## src/rtl/fir_dac_out.sv

```systemverilog
// FIR output stage: 32-bit sum -> 16-bit offset binary -> MSB-first SPI DAC frame.
// Define FIR_DAC_ROUND_EN for round-half-up scaling; otherwise the scale truncates toward -inf.
module fir_dac_out #(
    parameter int unsigned CLK_DIV = 2,
    parameter int unsigned SHIFT   = 15
) (
    input  logic        clk,
    input  logic        reset,
    input  logic        sample_valid,
    input  logic [31:0] fir_data_i,
    output logic        sample_ready,
    output logic        dac_cs_n,
    output logic        dac_sclk,
    output logic        dac_sdo,
    output logic        sat_flag,
    output logic [7:0]  overrun_cnt
);

    localparam int unsigned DW = (CLK_DIV > 1) ? $clog2(CLK_DIV) : 1;
    localparam logic [DW-1:0] DIV_LAST = DW'(CLK_DIV - 1);
`ifdef FIR_DAC_ROUND_EN
    localparam logic [32:0] RND = 33'd1 << (SHIFT - 1);
`else
    localparam logic [32:0] RND = '0;
`endif

    typedef enum logic [2:0] {IDLE, SCALE, START, SHIFT_BITS, STOP} state_t;

    state_t             state, next_state;
    logic [DW-1:0]      div_cnt;
    logic               phase;
    logic [3:0]         bit_cnt;
    logic [15:0]        sr;
    logic [31:0]        data;
    logic               accept, div_end, shift_en, clip;
    logic signed [32:0] sum, shifted;
    logic [15:0]        word, scaled;

    assign accept  = sample_valid && sample_ready;
    assign div_end = (div_cnt == DIV_LAST);

    always_comb begin
        sum     = $signed({data[31], data}) + $signed(RND);
        shifted = sum >>> SHIFT;
        clip    = 1'b0;
        word    = shifted[15:0];
        if (shifted > 33'sd32767) begin
            word = 16'h7FFF;
            clip = 1'b1;
        end else if (shifted < -33'sd32768) begin
            word = 16'h8000;
            clip = 1'b1;
        end
        scaled = {~word[15], word[14:0]};
    end

    always_comb begin
        next_state = state;
        shift_en   = 1'b0;
        case (state)
            IDLE:       if (accept) next_state = SCALE;
            SCALE:      next_state = START;
            START:      if (div_end) next_state = SHIFT_BITS;
            SHIFT_BITS: begin
                // falling SCLK edge for every bit but the last moves the next bit up
                shift_en = div_end && !phase && (bit_cnt != 4'd15);
                if (div_end && phase && bit_cnt == 4'd15) next_state = STOP;
            end
            STOP:       if (div_end) next_state = IDLE;
            default:    next_state = IDLE;
        endcase
    end

    always_ff @(posedge clk or posedge reset) begin
        if (reset) state <= IDLE;
        else       state <= next_state;
    end

    always_ff @(posedge clk or posedge reset) begin
        if (reset) begin
            div_cnt      <= '0;
            phase        <= 1'b0;
            bit_cnt      <= '0;
            sr           <= '0;
            data         <= '0;
            sat_flag     <= 1'b0;
            overrun_cnt  <= '0;
            sample_ready <= 1'b1;
            dac_cs_n     <= 1'b1;
            dac_sclk     <= 1'b0;
            dac_sdo      <= 1'b0;
        end else begin
            if (accept) data <= fir_data_i;

            if (state == SCALE) begin
                sr       <= scaled;
                sat_flag <= clip;
            end else if (shift_en) begin
                sr <= {sr[14:0], 1'b0};
            end

            if (state != next_state) begin
                div_cnt <= '0;
                phase   <= 1'b0;
                bit_cnt <= '0;
            end else if (state == START || state == SHIFT_BITS || state == STOP) begin
                div_cnt <= div_end ? '0 : div_cnt + 1'b1;
                if (state == SHIFT_BITS && div_end) begin
                    phase <= ~phase;
                    if (phase) bit_cnt <= bit_cnt + 4'd1;
                end
            end

            if (sample_valid && !sample_ready && overrun_cnt != 8'hFF)
                overrun_cnt <= overrun_cnt + 8'd1;

            // pins are a one-cycle registered image of the current state
            sample_ready <= (next_state == IDLE);
            dac_cs_n     <= !(state == START || state == SHIFT_BITS);
            dac_sclk     <= (state == SHIFT_BITS) && !phase;
            dac_sdo      <= (state == START || state == SHIFT_BITS) ? sr[15] : 1'b0;
        end
    end

endmodule

```

## config.mk

```make
export PLATFORM = sky130hd
export DESIGN_NAME = fir_dac_out
export DESIGN_NICKNAME = d
export VERILOG_FILES = /design/src/rtl/fir_dac_out.sv
export SDC_FILE = /design/constraint.sdc
export NUM_CORES = 1
export LEC_CHECK = 0
export BUFFER_PORTS_ARGS = -buffer_cell sky130_fd_sc_hd__buf_2
export CAP_MARGIN = 20
export CORE_MARGIN = 3
export CORE_UTILIZATION = 40
export CTS_BUF_LIST = sky130_fd_sc_hd__clkbuf_8
export CTS_CLUSTER_SIZE = 24
export DETAILED_ROUTE_END_ITERATION = 10
export PLACE_DENSITY = 0.65
export SLEW_MARGIN = 20
export SYNTH_ARGS = -nofsm -noshare
export SYNTH_HDL_FRONTEND = slang
export SYNTH_SLANG_ARGS = --single-unit
```

## constraint.sdc

```tcl
create_clock -name clk -period 1.6 [get_ports clk]
set_input_delay 0.08 -clock clk [delete_from_list [all_inputs] [get_ports clk]]
set_output_delay 0.08 -clock clk [all_outputs]
set_load 0.05 [all_outputs]
```

==> metrics.txt, run 1 <==
outcome=finished clean; residual DRC count=0; top cells by area, synth=dfrtp_1, mux2_2, nor2_1; sequential power share=39.4%; largest family of logic cells by synthesized area=compound AO/OA/AOI/OAI gates; Clk Tree Root Cell=clkbuf_8; final instance area=3367 µm²; Startpoint Class=flop; Avg WL per Cell=13.10 µm; post-DP HPWL=about 3.4 mm; final setup margin=roughly 40 ps; grt total ovfl=0; crit path max fanout=7; All-Layer GR Usage=between 10% and 20%; Psw=0.002173 W; Layout Skew=9.069 ps; final hold slack=7.805 ps; Logic pwr share=43.1%; CTS Sinks=between 50 and 60; vias in the first global route=~1900; Mapped Nets=just under 300; fraction of registers with async set/reset=100.0%; IO Port Bufs=32; cell area power density=1646 nW/µm²; # IOs=48; simple-gate share of the synthesized area=~14%; Int Pwr=between 0.003 and 0.004 W; synthesis-to-finish area growth=24.81%; initial antenna violation count=0; fin nets=352; RSZ-0062 raised after global routing=yes; ys flop type=dfrtp_1; mux share of post-synthesis cell area=7.514%; Post-synth EDFFs=0; Max clock buf depth=2; synth cell count leaders=dfrtp_1, nor2_1, nand2_1; Critical Path Sink Type=flop; final hold viol count=0; starting density of the core=between 40% and 50%; Worst-Skew Late Latency=300 ps; Netlist Area Pre-Place=2698 µm²; switching share of power=39.20%; non-filler cells, final=393; placed cell count=366; Max-cap violations=0; Synth top area share=49.17%; vias=1972; Final Slew Violations=0; slew of the pin with the lowest slew margin=a little under 600 ps; FF+latch area=1381 µm²; H-tree depth=2; min Tclk post-route=between 1500 and 2000 ps; core box area=6459 µm²; post-synth top area cell=dfrtp_1; detailed router's first-iteration violation count=74; ant diodes=0; top-count cell post-synth=dfrtp_1; Syn. warnings=0; multi-input combinational cell area=1235 µm²; Final Cycle Share=97.47%; CTS buffer count=5; FMAX=641.2 MHz; post-synthesis xor/xnor area fraction=around 4%; Worst Path Arrival=about 1800 ps; Final ANT Viol Nets=0; post-synthesis compound-gate area fraction=between 10% and 20%; die height=88.12 µm; Hold WC Path Type=input pin to flop; synthesized-area fraction occupied by adder cells=0.9276%; post-synthesis sequential area ratio=51.11%; GPL Wtd Cong=0.8507; Place WS=-58.89 ps; overall die width=88.12 µm; Setup violations, final=0; Setup TNS=0 ps; Vias per Instance=5.018; Placement Cell Area=3023 µm²; First-pass DRT Iterations=4; synthesized flop and latch total=55; fillcell total=approximately 560; Leak=around 1.5 nW; final wirelength=5.149 mm; first-pass GRT wire length=8.887 mm; die area=7765 µm²; ratio of cells with drive above 1 in the final layout=38.61%; largest net degree at the start of global routing=32; Clk pwr share=17.5%; row cnt=29; unique cell type count in the Yosys netlist=37; Syn Area/Cell=10.62 µm²; clock transition at the registers of the reported paths=100 ps; Slew Limit Headroom=between 50% and 60%; Peak VDD IR=0.6520 mV; worst endpoint required time=1840 ps; type of the worst setup path=flop to flop; CTS tree=built; Synth Instances=254
-- state kept, by name, indices dropped and copies added, names as in the netlist --
register and flops:
state 3, dac_cs_n 1, bit_cnt 4, sr 16, dac_sclk 1, data 17
div_cnt 1, sat_flag 1, dac_sdo 1, phase 1, overrun_cnt 8, sample_ready 1
-- timing repair --
action | CTS | global route
pin swaps | 0 | 0
cloned | 1 | 0
setup buffers | 1 | 2
gates resized for setup | 5 | 9
hold buffers | 15 | 0
endpoints found under the setup margin | 9 | 20
endpoints found under the hold margin | 34 | 0
-- cell type report --
| class | count | area share [%] |
|---|---|---|
| flip-flops and latches | 55 | 41.03 |
| multi-input cells | 178 | 36.68 |
| repair buffers | 72 | 15.50 |
| well taps | 77 | 2.861 |
| clock buffers | 6 | 2.453 |
| clock inverters | 2 | 1.152 |
| inverters | 3 | 0.3344 |
-- layer usage --
layer  track usage, %  routed length, µm  vias to the layer above
met2            24.25               2416                       37
met4            3.297                 40                        0
met5                0                  0                        -
met3            2.822                177                        5
li1                 -                  -                     1008
met1            19.65               2514                      922
-- cells in the final DEF, fill, tap and decap left out, types with 2 or more instances in the layout --
master         Yosys  final
nor2_1            37     34
nand3_1            4      4
dlygate4sd3_1      0     15
nor3_1             3      3
o21ai_0            6      5
inv_1              3      2
nand2_1           26     26
and3_4             0      2
xor2_1             4      4
and3_1             5      3
clkbuf_8           0      6
buf_6              3      3
a21oi_1           21     21
dfrtp_1           53     51
nand4_1            3      3
xnor2_1            8      8
dfrtp_2            0      2
nand2b_1           3      3
mux2_2            18     18
ha_2               0      2
buf_2              5     32
a21oi_2           11     10
nor2_2             0      3
buf_4              3     21
a211oi_1           5      3
dfstp_2            2      2
a211oi_2          10     12
-- path summary, 6_finish.rpt --
check                                    start              to  slack (ps)  depth (start not counted)
worst min-delay path            fir_data_i[16]        data[16]           8                          2
max in group asynchronous                reset           sr[5]         620                          4
worst min register to register        sat_flag        sat_flag         490                          2
worst max-delay path                bit_cnt[0]           sr[8]          40                          7
min in group asynchronous                reset  overrun_cnt[3]         330                          3
worst max register to register      bit_cnt[0]           sr[8]          40                          7
-- through the flow --
stage	power (W)	util, %
finish	0.005543	52.13
global placement	0.004319	46.80
CTS	0.005494	51.49
global route	0.005948	52.13
detailed placement	0.004387	46.80
floorplan	0.003894	-
-- worst max-delay path, cell delays in order, from the launching register on --
cell and delay, ps:
dfrtp_1 390, ha_2 210, and3_4 200, o41ai_4 220
buf_4 190, buf_6 120, nor2_1 60, a21oi_2 110
-- power groups by stage --
stage	clock network [W]	registers, W	logic (W)
after floorplan	0	0.00252	0.00138
after CTS	0.000999	0.00217	0.00232
after global routing	0.00105	0.00225	0.00264
after global placement	0	0.00218	0.00214
after detailed placement	0	0.00220	0.00219
final	0.000968	0.00218	0.00239
-- logic make-up (layout without fill, tap and decap cells) --
| logic type | count (synthesis) | after routing |
|---|---|---|
| adders and majority gates | 2 | 2 |
| AOI/OAI and AO/OA | 60 | 60 |
| muxes | 18 | 18 |
| buffers and inverters | 21 | 83 |
| and+or+nand+nor | 86 | 86 |
| DFF | 55 | 55 |
| xor gates and xnor gates | 12 | 12 |
Power figures use the tool's default switching activity.
==> inputs of run 2 (changes only) <==
Settings changed: CORE_UTILIZATION 40 to 52, PLACE_DENSITY 0.65 to 0.8.
==> run 2 against run 1 <==
- the flow now finishes with violations (negative hold slack)
- sequential share of layout area fell by 0.79 points
- via count rose by 2.4%
- largest power group unchanged
- non-clock buffer count fell by 4
- register-to-register slack barely moved
- die area fell by 22%
==> metrics.txt, run 2 (synthesis results as in run 1) <==
die area=6088 µm² (-22%); Final Slew Violations=0 (unchanged); vias in the first global route=2029 (+5.3%); Worst Path Arrival=1810 ps (about the same); Critical Path Sink Type=flop; core box area=4880 µm² (-24%); clock transition at the registers of the reported paths=90 ps (about the same); first-pass GRT wire length=9.080 mm (+2.2%); ant diodes=0 (unchanged); initial antenna violation count=0 (unchanged); Placement Cell Area=3060 µm² (+1.2%); Avg WL per Cell=14.30 µm (+9.2%); residual DRC count=0 (unchanged); Most flops, register=data; # IOs=48 (unchanged); critical path startpoint=state[1]; type of the worst setup path=flop to flop; GPL Wtd Cong=0.7612 (-11%); Largest regs=data x17, sr x16, overrun_cnt x8; CTS buffer count=5 (unchanged); Setup violations, final=0 (unchanged); final wirelength=5.421 mm (+5.3%); FMAX=638.7 MHz (-0.39%); most frequent cells in the layout=dfrtp_1, nor2_1, buf_2; First-pass DRT Iterations=4 (unchanged); violated checks=negative hold slack; RSZ-0062 raised after global routing=yes; Hold WC Path Type=input pin to flop; Clk Tree Root Cell=clkbuf_8; worst r2r src=state[1]; die height=78.03 µm (-11%); worst endpoint required time=1840 ps (about the same); Layout Skew=15.36 ps (+6.291 ps); Peak VDD IR=1.056 mV (+62%); largest net degree at the start of global routing=39 (+22%); crit path max fanout=5 (-2); outcome=complete, but fails checks; Max clock buf depth=2 (unchanged); CP Capture Point=bit_cnt[1]; post-DP HPWL=3.518 mm (+2.5%); synthesis-to-finish area growth=27.27%; H-tree depth=2 (unchanged); slew of the pin with the lowest slew margin=416.2 ps (-169.8 ps); max reg flops=17 (unchanged); min Tclk post-route=1566 ps (+6.052 ps); Vias per Instance=5.327 (+6.2%); reg2reg end=bit_cnt[1]; Worst-Skew Late Latency=320 ps (+20 ps); final hold slack=-0.4760 ps (-8.281 ps); cell area power density=1723 nW/µm² (+4.7%); Slew Limit Headroom=71.54% (+12 points); IO Port Bufs=32 (unchanged); ratio of cells with drive above 1 in the final layout=40.06% (+1.5 points); final hold viol count=1 (+1); overall die width=78.03 µm (-11%); Startpoint Class=flop; multi-input combinational cell area=1266 µm² (+2.5%); row cnt=25 (-14%); starting density of the core=55.28% (+14 points); grt total ovfl=0 (unchanged); CTS Sinks=55 (unchanged); final instance area=3433 µm² (+2.0%); Max-cap violations=0 (unchanged); Final ANT Viol Nets=0 (unchanged); CTS tree=built; fillcell total=359 (-36%); worst reg2reg path depth=6 (-1); fin nets=348 (-1.1%); flop2flop setup slack=30 ps (about the same); All-Layer GR Usage=18.74% (+4.2 points); vias=2019 (+2.4%); most common cell after layout, fill and taps aside=dfrtp_1; Final Cycle Share=97.85% (+0.38 points); final core utilization=70.36% (+18 points); Leak=1.489 nW (+2.0%); detailed router's first-iteration violation count=82 (+11%); FF+latch area=1381 µm² (unchanged)
-- run 2: what timing repair did --
action                                  4_1_cts  5_1_grt
cloned                                        1        0
endpoints found under the setup margin       11       10
setup buffers                                 1        1
endpoints found under the hold margin        25        2
pin swaps                                     0        2
resized for setup                             7       14
hold buffers                                 10        2
-- run 2: area by class of cell --
class,count,share of cell area (%)
inverter,3,0.3280
sequential,55,40.23
tap,67,2.442
clock inverter,3,1.859
timing repair buffer,68,16.25
clock buffer,5,2.004
multi-input combinational,178,36.88
-- run 2: per-stage QoR --
stage	total power [W]	instances	TNS, ps	setup WS [ps]
after global placement	0.004442	356	0	34.78
after detailed placement	0.004561	356	0	1.696
after global routing	0.006290	379	-101.7	-30.73
after CTS	0.005816	376	0	8.372
after floorplan	0.003894	254	-14.56	-14.56
final	0.005915	379	0	34.43
-- run 2: worst min path at each step --
stage	slack (ps)	to	cells past startpoint	from
finish	-0.5	data[15]	2	fir_data_i[15]
global route	0.8	data[24]	2	fir_data_i[24]
CTS	0.3	data[23]	2	fir_data_i[23]
detailed placement	90	data[26]	2	reset
global placement	90	data[29]	2	reset
floorplan	230	data[15]	1	fir_data_i[15]
-- run 2: layer usage --
layer  vias up  wire length (µm)  track usage [%]  part of all wire, %
met3         5               236            4.472                  4.4
met1       980              2324            23.07                   43
met4         0                48            4.196                 0.89
met5         -                 0                0                    0
met2        43              2811            33.39                   52
li1        991                 -                -                    -
-- run 2: critical path: stages (launching register included) --
cell and delay (ps):
dfrtp_1 410, buf_4 150, or4b_4 510, o21ai_4 80, a211oi_1 70, buf_4 180
a21oi_2 100
-- run 2: power breakdown --
| group | switching, W | internal [W] | leakage, nW | total (W) |
|---|---|---|---|---|
| Sequential | 0.000336 | 0.00185 | 0.629 | 0.00219 |
| Clock | 0.000438 | 0.000619 | 0.0695 | 0.00106 |
| Combinational | 0.00149 | 0.00119 | 0.790 | 0.00267 |
==> inputs of run 3 (changes only) <==
Settings changed: CORE_UTILIZATION 52 to 50, CTS_BUF_LIST sky130_fd_sc_hd__clkbuf_8 to sky130_fd_sc_hd__clkbuf_16, PLACE_DENSITY 0.8 to 0.77, SKIP_LAST_GASP set to 1.
==> run 3 against run 2 <==
- the flow finishes with violations (negative setup slack)
- sequential power up 2%
- worst setup slack worse by 99 ps
- final cell count down 3.2%
- count of clock-buffer cells in the layout unchanged
- global-route usage down 1.0 points
- largest cell class unchanged
- largest power group unchanged
- highest routed layer unchanged
==> metrics.txt, run 3 (synthesis results as in run 1) <==
worst hold stages=2 (unchanged); FMAX=600.7 MHz (-6.0%); RSZ-0062 raised after global routing=yes; CTS buffer count=5 (unchanged); CTS Sinks=55 (unchanged); Avg WL per Cell=13.99 µm (-2.2%); residual DRC count=0 (unchanged); Worst-Skew Late Latency=290 ps (-30 ps); slowest cell on the critical path=dfrtp_1; Largest regs=data x17, sr x16, overrun_cnt x8; vias in the first global route=1908 (-6.0%); post-DP HPWL=3.366 mm (-4.3%); initial antenna violation count=0 (unchanged); Max-cap violations=0 (unchanged); Startpoint Class=flop; crit-path max cell delay=400 ps (-110 ps); Slew Limit Headroom=48.20% (-23 points); synthesis-to-finish area growth=19.85%; Placement Cell Area=2977 µm² (-2.7%); worst reg2reg path depth=7 (+1); overall die width=79.45 µm (+1.8%); fin nets=333 (-4.3%); final wirelength=5.136 mm (-5.3%); most common cell after layout, fill and taps aside=dfrtp_1; final instance area=3233 µm² (-5.8%); min Tclk post-route=1665 ps (+99.20 ps); detailed router's first-iteration violation count=212 (+160%); Final Cycle Share=104.0% (+6.2 points); final hold slack=20.94 ps (+21.42 ps); largest net degree at the start of global routing=36 (-7.7%); # IOs=48 (unchanged); ant diodes=0 (unchanged); CP cell instances=ha_2 -> and3_4 -> o41ai_4 -> buf_6 -> buf_12 -> nor2_1 -> a21oi_2; IO Port Bufs=32 (unchanged); die area=6312 µm² (+3.7%); worst endpoint required time=1810 ps (-30 ps); H-tree depth=2 (unchanged); Clk Tree Root Cell=clkbuf_16; crit path max fanout=12 (+7); Critical Path Sink Type=flop; cell area power density=1765 nW/µm² (+2.4%); starting density of the core=52.15% (-3.1 points); Max clock buf depth=2 (unchanged); die height=79.45 µm (+1.8%); ratio of cells with drive above 1 in the final layout=40.40% (+0.34 points); max reg flops=17 (unchanged); All-Layer GR Usage=17.71% (-1.0 points); final setup margin=-64.77 ps (-99.20 ps); Setup violations, final=15 (+15); first-pass GRT wire length=8.825 mm (-2.8%); grt total ovfl=0 (unchanged); Worst Path Arrival=1880 ps (+70 ps); Most flops, register=data; final hold viol count=0 (-1); GPL Wtd Cong=0.8001 (+5.1%); violated checks=negative setup slack; Layout Skew=8.177 ps (-7.184 ps); First-pass DRT Iterations=4 (unchanged); vias=1975 (-2.2%); Final Slew Violations=0 (unchanged); CTS tree=built; Hold WC Path Type=input pin to flop; type of the worst setup path=flop to flop; Peak VDD IR=0.8074 mV (-24%); slew of the pin with the lowest slew margin=776.9 ps (+360.8 ps); row cnt=26 (+4.0%); Leak=1.396 nW (-6.2%); Setup TNS=-586.9 ps (-586.9 ps); core box area=5172 µm² (+6.0%); Final ANT Viol Nets=0 (unchanged); clock transition at the registers of the reported paths=70 ps (-20 ps); most frequent cells in the layout=dfrtp_1, buf_2, nor2_1; outcome=complete, but fails checks; Vias per Instance=5.381 (+1.0%)
==> run 3: cell count changes in the layout (fill, tap and decap cells not counted), moves of 3 or more <==
cell,delta
dlygate4sd3_1,-11
clkbuf_16,+5
clkbuf_8,-5
nor2_1,-5
buf_12,-3
nor2_2,+3
==> run 3: worst max-delay path, delay by kind of cell (launching register included) <==
family,cells,cell delay (ps)
AO/OA/AOI/OAI,2,460
adder cells (fa/ha/maj),1,180
buffers and inverters,2,320
flip-flops,1,400
AND/OR/NAND/NOR,2,240
==> run 3: final cells by class <==
class / count / area [µm²]
Inverter: 3 / 11.26
Tap cell: 70 / 87.58
Clock inverter: 3 / 12.51
Fill cell: 422 / 1939
Sequential cell: 55 / 1381
Multi-Input combinational cell: 178 / 1257
Clock buffer: 5 / 125.1
Timing Repair Buffer: 53 / 357.8
==> run 3: worst paths after layout <==
kind | from | end | slack, ps
max in group asynchronous | reset | dac_cs_n | 860
max reg2reg | bit_cnt[0] | sr[6] | -60
min | fir_data_i[16] | data[16] | 20
max | bit_cnt[0] | sr[6] | -60
min reg2reg | sat_flag | sat_flag | 490
min in group asynchronous | reset | sr[8] | 390
==> run 3: power breakdown <==
part / internal, W / total [W] / switching, W
combinational: 0.00103 / 0.00244 / 0.00142
sequential: 0.00185 / 0.00224 / 0.000389
clock: 0.000567 / 0.00102 / 0.000455
==> run 3: timing repair <==
action                                 CTS  global route
hold buffers                             1             0
setup endpoints to repair               11            20
gates resized for setup                  2            23
pin swaps                                0             3
setup buffers                            0             3
endpoints found under the hold margin   53             0
gates cloned                             0             1
==> run 3: per-layer routing <==
layer / part of all wire, % / track usage, % / up-vias
met5: 0 / 0 / -
met2: 49 / 29.38 / 52
li1: - / - / 964
met1: 45 / 22.75 / 951
met4: 1.4 / 5.842 / 0
met3: 4.7 / 4.176 / 8
==> run 3: stage by stage <==
step	worst slack, ps	instances	total power [W]	util (%)
after floorplan	-14.56	254	0.003894	-
after global placement	6.232	354	0.004275	57.55
after detailed placement	-34.17	354	0.004372	57.55
after CTS	-15.08	363	0.005442	60.57
after global routing	-139.0	367	0.006108	62.51
final	-64.77	367	0.005706	62.51
